### config.mk
export PLATFORM = sky130hd
export DESIGN_NAME = nexys_starship_repair_bank
export DESIGN_NICKNAME = d
export VERILOG_FILES = /design/src/rtl/nexys_starship_pkg.sv /design/src/rtl/nexys_starship_station.sv /design/src/rtl/nexys_starship_repair_bank.sv
export SDC_FILE = /design/constraint.sdc
export NUM_CORES = 1
export LEC_CHECK = 0
export BUFFER_PORTS_ARGS = -buffer_cell sky130_fd_sc_hd__buf_4
export CAP_MARGIN = 5
export CORE_UTILIZATION = 53
export DETAILED_ROUTE_END_ITERATION = 10
export PLACE_DENSITY = 0.77
export SLEW_MARGIN = 20
export SYNTH_ARGS = -nofsm -noshare
export SYNTH_HDL_FRONTEND = slang
export SYNTH_SLANG_ARGS = --single-unit
### constraint.sdc
create_clock -name Clk -period 2.7 [get_ports Clk]
set_input_delay 0.135 -clock Clk [delete_from_list [all_inputs] [get_ports Clk]]
set_output_delay 0.135 -clock Clk [all_outputs]
set_load 0.02 [all_outputs]
### src/rtl/nexys_starship_pkg.sv
// Shared encodings for the starship repair bank and its stations.
package nexys_starship_pkg;

  typedef enum logic [1:0] {
    ST_IDLE   = 2'd0,
    ST_ARMING = 2'd1,
    ST_ARMED  = 2'd2,
    ST_BROKEN = 2'd3
  } station_state_t;

  typedef enum logic [1:0] {
    INIT = 2'b01,
    PLAY = 2'b10
  } bank_state_t;

  localparam int REPAIR_COUNT_W = 8;
  localparam logic [REPAIR_COUNT_W-1:0] REPAIR_COUNT_MAX = '1;

endpackage

### src/rtl/nexys_starship_station.sv
// One ship station: arming delay, break on grant, latched repair combo and repair deadline.
module nexys_starship_station
  import nexys_starship_pkg::*;
#(
  parameter int COMBO_W      = 4,
  parameter int ARM_TICKS    = 8,
  parameter int REPAIR_TICKS = 32
) (
  input  logic               Clk,
  input  logic               Reset,
  input  logic               start,
  input  logic               clear,
  input  logic               tick,
  input  logic               grant,
  input  logic               repair_ok,
  input  logic               force_repair,
  input  logic [COMBO_W-1:0] random_hex,
  output logic               is_armed,
  output logic               is_broken,
  output logic               deadline,
  output logic [COMBO_W-1:0] combo
);

  localparam int MAX_T = (ARM_TICKS > REPAIR_TICKS) ? ARM_TICKS : REPAIR_TICKS;
  localparam int CNT_W = $clog2(MAX_T + 1);
  localparam logic [CNT_W-1:0] ARM_LAST = CNT_W'(ARM_TICKS - 1);
  localparam logic [CNT_W-1:0] REP_LAST = CNT_W'(REPAIR_TICKS - 1);
  localparam logic [CNT_W-1:0] REP_MAX  = CNT_W'(REPAIR_TICKS);

  station_state_t     state, state_n;
  logic [CNT_W-1:0]   cnt, cnt_n;
  logic [COMBO_W-1:0] combo_n;

  always_ff @(posedge Clk or negedge Reset) begin
    if (!Reset) begin
      state <= ST_IDLE;
      cnt   <= '0;
      combo <= '0;
    end else begin
      state <= state_n;
      cnt   <= cnt_n;
      combo <= combo_n;
    end
  end

  // A repair takes precedence over the deadline tick arriving in the same cycle.
  always_comb begin
    state_n  = state;
    cnt_n    = cnt;
    combo_n  = combo;
    deadline = 1'b0;
    if (clear) begin
      state_n = ST_IDLE;
      cnt_n   = '0;
      combo_n = '0;
    end else begin
      case (state)
        ST_IDLE: begin
          if (start) begin
            state_n = ST_ARMING;
            cnt_n   = '0;
          end
        end
        ST_ARMING: begin
          if (tick) begin
            if (cnt == ARM_LAST) begin
              state_n = ST_ARMED;
              cnt_n   = '0;
            end else begin
              cnt_n = cnt + 1'b1;
            end
          end
        end
        ST_ARMED: begin
          if (grant) begin
            state_n = ST_BROKEN;
            cnt_n   = '0;
            combo_n = random_hex;
          end
        end
        ST_BROKEN: begin
          if (repair_ok || force_repair) begin
            state_n = ST_ARMING;
            cnt_n   = '0;
            combo_n = '0;
          end else if (tick && cnt != REP_MAX) begin
            cnt_n    = cnt + 1'b1;
            deadline = (cnt == REP_LAST);
          end
        end
      endcase
    end
  end

  assign is_armed  = (state == ST_ARMED);
  assign is_broken = (state == ST_BROKEN);

endmodule

### src/rtl/nexys_starship_repair_bank.sv
// Bank of repair stations: play/init control, break arbitration, repair scoring and overdue flag.
module nexys_starship_repair_bank
  import nexys_starship_pkg::*;
#(
  parameter int NUM_STATIONS = 4,
  parameter int COMBO_W      = 4,
  parameter int ARM_TICKS    = 8,
  parameter int REPAIR_TICKS = 32,
  parameter int MAX_BROKEN   = 2,
  localparam int SEL_W = (NUM_STATIONS > 1) ? $clog2(NUM_STATIONS) : 1
) (
  input  logic                            Clk,
  input  logic                            Reset,
  input  logic                            timer_tick,
  input  logic                            play_flag,
  input  logic                            gameover_ctrl,
  input  logic [NUM_STATIONS-1:0]         break_random,
  input  logic [COMBO_W-1:0]              random_hex,
  input  logic [COMBO_W-1:0]              hex_combo,
  input  logic [SEL_W-1:0]                sel,
  input  logic                            submit,
  input  logic                            override,
  output logic                            q_Init,
  output logic                            q_Play,
  output logic [NUM_STATIONS-1:0]         broken,
  output logic [NUM_STATIONS*COMBO_W-1:0] combo_flat,
  output logic                            overdue,
  output logic                            bad_try,
  output logic [REPAIR_COUNT_W-1:0]       repair_count
);

  localparam int BCNT_W = $clog2(NUM_STATIONS + 1);
  localparam logic [BCNT_W-1:0] MAX_B = BCNT_W'(MAX_BROKEN);

  bank_state_t             bank_state, bank_next;
  logic                    active, start, repaired, wrong_try;
  logic [BCNT_W-1:0]       broken_cnt;
  logic [NUM_STATIONS-1:0] armed, eligible, grant, sel_hit, match;
  logic [NUM_STATIONS-1:0] repair_ok, force_rep, deadline;

  assign active = (bank_state == PLAY) && !gameover_ctrl;
  assign start  = (bank_state == INIT) && play_flag && !gameover_ctrl;

  for (genvar i = 0; i < NUM_STATIONS; i++) begin : g_station
    localparam logic [SEL_W-1:0] IDX = SEL_W'(i);
    logic [COMBO_W-1:0] combo_i;

    assign sel_hit[i] = (sel == IDX);
    assign match[i]   = (hex_combo == combo_i);
    assign combo_flat[i*COMBO_W +: COMBO_W] = combo_i;

    nexys_starship_station #(
      .COMBO_W      (COMBO_W),
      .ARM_TICKS    (ARM_TICKS),
      .REPAIR_TICKS (REPAIR_TICKS)
    ) u_station (
      .Clk          (Clk),
      .Reset        (Reset),
      .start        (start),
      .clear        (gameover_ctrl),
      .tick         (timer_tick),
      .grant        (grant[i]),
      .repair_ok    (repair_ok[i]),
      .force_repair (force_rep[i]),
      .random_hex   (random_hex),
      .is_armed     (armed[i]),
      .is_broken    (broken[i]),
      .deadline     (deadline[i]),
      .combo        (combo_i)
    );
  end

  always_comb begin
    broken_cnt = '0;
    for (int i = 0; i < NUM_STATIONS; i++) begin
      broken_cnt = broken_cnt + BCNT_W'(broken[i]);
    end
  end

  // Lowest-index armed requester wins; at most one new break per cycle.
  assign eligible  = armed & break_random;
  assign grant     = (active && broken_cnt < MAX_B) ? (eligible & (~eligible + NUM_STATIONS'(1))) : '0;
  assign force_rep = {NUM_STATIONS{active & override}} & broken & sel_hit;
  assign repair_ok = {NUM_STATIONS{active & submit & ~override}} & broken & sel_hit & match;
  assign repaired  = |(repair_ok | force_rep);
  assign wrong_try = active && submit && !override && |(broken & sel_hit & ~match);

  always_ff @(posedge Clk or negedge Reset) begin
    if (!Reset) bank_state <= INIT;
    else        bank_state <= bank_next;
  end

  always_comb begin
    bank_next = bank_state;
    case (bank_state)
      INIT:    if (start) bank_next = PLAY;
      PLAY:    if (gameover_ctrl) bank_next = INIT;
      default: bank_next = INIT;
    endcase
  end

  // Score and overdue survive gameover so the display can show them; a new game clears both.
  always_ff @(posedge Clk or negedge Reset) begin
    if (!Reset) begin
      overdue      <= 1'b0;
      bad_try      <= 1'b0;
      repair_count <= '0;
    end else begin
      bad_try <= wrong_try;
      if (start) begin
        repair_count <= '0;
        overdue      <= 1'b0;
      end else if (active) begin
        if (repaired && repair_count != REPAIR_COUNT_MAX) repair_count <= repair_count + 1'b1;
        if (|deadline) overdue <= 1'b1;
      end
    end
  end

  assign q_Init = (bank_state == INIT);
  assign q_Play = (bank_state == PLAY);

endmodule

==> run_results.csv <==
group,metric,value,unit
status,status,"finished clean",
setup_path,critPathMaxStageDelay,0.47,ns
cts,clkTransAtPathRegs,0.07,ns
synth,seq_area_frac_synth,0.372,
placement,finalWeightedCongestion,0.884,
power_and_ir_drop,p_total,0.00371,W
layout,fin_nets,581,
floorplan,rows,31,
floorplan,core_region_area,7290,sq um
floorplan,die_y,89.3,um
setup_path,crit_required,2.95,ns
layout,fillers,588,
layout,syn2layout_area_growth,23.7,%
timing,clock_skew,0.0137,ns
setup_path,worstReg2RegStart,"g_station[3].u_station.state[0]",
placement,hpwl,7420,um
min_path,hold_end,"g_station[0].u_station.combo[0]",
timing,fin_crit,2.62,ns
cts,clock_latency,0.34,ns
synth,netlist_area,4040,sq um
run,maxCapViolCount,0,
timing,finalCritPeriodShare,0.969,
grt,antenna_found_initial,0,
floorplan,dieArea,7970,sq um
routing,drtAntennaViolNets,0,
timing,slew_headroom,0.475,
synth,ys.flop_type,"dfrtp_1",
routing,viasPerCell,5.86,
timing,worst_pin_slew,0.778,ns
routing,vias,3740,
timing,setup_viol,0,
routing,first_pass_iters,6,
cts,clock_sinks,60,
timing,maxSlewViolCount,0,
power_and_ir_drop,ir_drop,0.454,mV
setup_path,worst_r2r_endpoint,"g_station[0].u_station.cnt[4]",
synth,async_flop_share,1.00,
routing,wirelength,10100,um
layout,final_cell_mix,"buf_4, nand2_1, dfrtp_1",
layout,drive_gt1_frac,0.223,
grt,grt_pass1_vias,3453,
grt,use_met2,0.459,
floorplan,start_util,0.553,
synth,yosysTopAreaCellShare,0.366,
timing,hold_violations,0,
grt,grt_use_total,0.269,
routing,post-route-drc-count,0,
min_path,min_path_type,"input port to flip-flop",
setup_path,crit_path_start_kind,"flip-flop",
setup_path,crit_slowest_cell,"fa_1",
synth,synth_nets,502,
synth,ys_warn_count,0,
setup_path,reg2reg_slack,0.08,ns
floorplan,die_w,89.3,um
layout,finish.utilization,0.684,
cts,clock_path_buffers,2,
synth,avgSynthCellArea,8.87,sq um
routing,detail_route.iter0.violations,289,
timing,max_freq,0.382,GHz
grt,busiest_layer,"met2",
grt,grt_start_max_net_pins,61,
cts,cts_root_buf,"clkbuf_8",
layout,diodes,0,
setup_path,reg2reg_depth,10,
synth,synth_cells,455,
cts,h-tree-depth,3,
floorplan,pin_count,53,
setup_path,worstPathMaxFanout,6,
setup_path,path_class,"flip-flop to flip-flop",
setup_path,crit_chain,"ha_2 -> inv_2 -> fa_1 -> nand2b_4 -> nand4_1 -> a222oi_1 -> buf_4 -> o2bb2ai_2 -> or4_1 -> o211ai_1",
cts,cts_inserted_buffers,9,
timing,holdWs,0.0615,ns
power_and_ir_drop,powerDensity,744,nW/um^2
cts,cts_tree,"yes",
synth,synth_area_leaders,"dfrtp_1, ha_1, nand2_1",
synth,synth-edff-count,0,
setup_path,worstSetupEndpointType,"flip-flop",
synth,ys_ff_latch,60,
placement,portBuffers,52,
setup_path,arrival,2.87,ns
grt,met3_usage,0.0600,
layout,final_common_cell,"buf_4",
grt,grt_use_met1,0.343,
min_path,hold_path_startpoint,"random_hex[0]",
grt,grt_overflow,0,
synth,yosys.area.top_type,"dfrtp_1",
synth,ys_types,70,
grt,grt_pass1_wl,16300,um
routing,wire_per_inst,15.8,um
min_path,min_path_cells,2,
power_and_ir_drop,p_leak,2.28,nW
[per-layer routing]
layer | vias to the layer above | wire (um)
li1 | 1806 | -
met1 | 1797 | 4310
met2 | 115 | 5010
met3 | 22 | 560
met4 | 0 | 199
met5 | - | 0
[stage by stage]
step | std cells | setup slack (ns) | setup TNS, ns | cell area (sq um)
floorplan | 455 | 0.00176 | 0 | 4050
global route | 638 | -0.0600 | -0.186 | 4990
CTS | 634 | 0.00631 | 0 | 4900
global placement | 615 | 0.0589 | 0 | 4650
detailed placement | 615 | -0.00989 | -0.00989 | 4650
finish | 638 | 0.0824 | 0 | 4990
[worst max-delay path, delay by kind of cell (launching register included)]
family	cells	cell delay (ns)
AND/OR/NAND/NOR	3	0.71
AO/OA/AOI/OAI	3	0.51
adder cells (fa/ha/maj)	2	0.69
flip-flops	1	0.40
buffers and inverters	2	0.23
[sequential cells by signal, summed over array words and instances, names as in the netlist]
signal	count
overdue	1
repair_count	8
g_station.u_station.state	8
g_station.u_station.combo	16
bank_state	2
g_station.u_station.cnt	24
bad_try	1
[repair_timing]
item | CTS | global route
hold buffers | 2 | 0
pin swaps | 0 | 9
endpoints found under the hold margin | 60 | 0
gates resized for setup | 0 | 12
endpoints found under the setup margin | 1 | 16
setup buffers | 1 | 4
[synthesized netlist by cell type (3+ instances only)]
library cell  instances
o21ai_1               4
or4_1                 3
a2bb2oi_1             3
mux2_2                3
nor2b_1               7
nand4_1               8
buf_4                 4
dfrtp_1              59
a22oi_1               3
mux2i_1              12
a31oi_1               3
nor4_1                3
nor3_1                8
o21ai_0              28
o211ai_1              5
xnor2_1              14
ha_1                 25
inv_1                40
nand2b_1              3
or3_1                 4
nand3b_1              4
a21oi_1              15
a31o_2                4
and3_1                6
nor2_1               26
a21o_1                8
o21a_1                4
or2_2                 3
o41ai_1               4
xor2_1                4
clkbuf_1              4
nand2_1              63
o311ai_0              3
nand3_1              18
a22o_1                7
o31ai_1               5
[report_power, final]
part | leakage, nW | internal, W | total [W] | switching [W]
logic | 1.36 | 0.000711 | 0.00158 | 0.000869
registers | 0.807 | 0.00105 | 0.00120 | 0.000156
clock network | 0.113 | 0.000569 | 0.000929 | 0.000360
total | 2.28 | 0.00233 | 0.00371 | 0.00139
[final cells by class]
| class | instances | area [sq um] | area share |
|---|---|---|---|
| multi-input combinational | 345 | 2390 | 0.480 |
| timing repair buffer | 78 | 591 | 0.118 |
| clock buffer | 12 | 155 | 0.0311 |
| clock inverter | 4 | 72.6 | 0.0145 |
| sequential | 60 | 1500 | 0.301 |
| tap | 99 | 124 | 0.0248 |
| inverter | 40 | 150 | 0.0301 |
[kinds of logic after synthesis]
group           synth area share
buf+inv                   0.0524
compound gates             0.200
xor+xnor                  0.0391
simple gates               0.216
mux                       0.0381
fa+ha+maj                 0.0825
flops                      0.372
[worst max-delay path by stage]
stage                                                from  cells past startpoint                             to  slack, ns
after floorplan           g_station[1].u_station.state[0]                      9  g_station[2].u_station.cnt[2]      0.002
after global placement    g_station[0].u_station.state[1]                      9  g_station[2].u_station.cnt[2]       0.06
after detailed placement  g_station[0].u_station.state[1]                      9  g_station[2].u_station.cnt[2]      -0.01
after CTS                 g_station[0].u_station.state[1]                      9  g_station[2].u_station.cnt[2]      0.006
after global routing      g_station[3].u_station.state[0]                     10  g_station[0].u_station.cnt[4]      -0.06
final                     g_station[3].u_station.state[0]                     10  g_station[0].u_station.cnt[4]       0.08
Note: power is estimated with default switching activity, not from simulation.
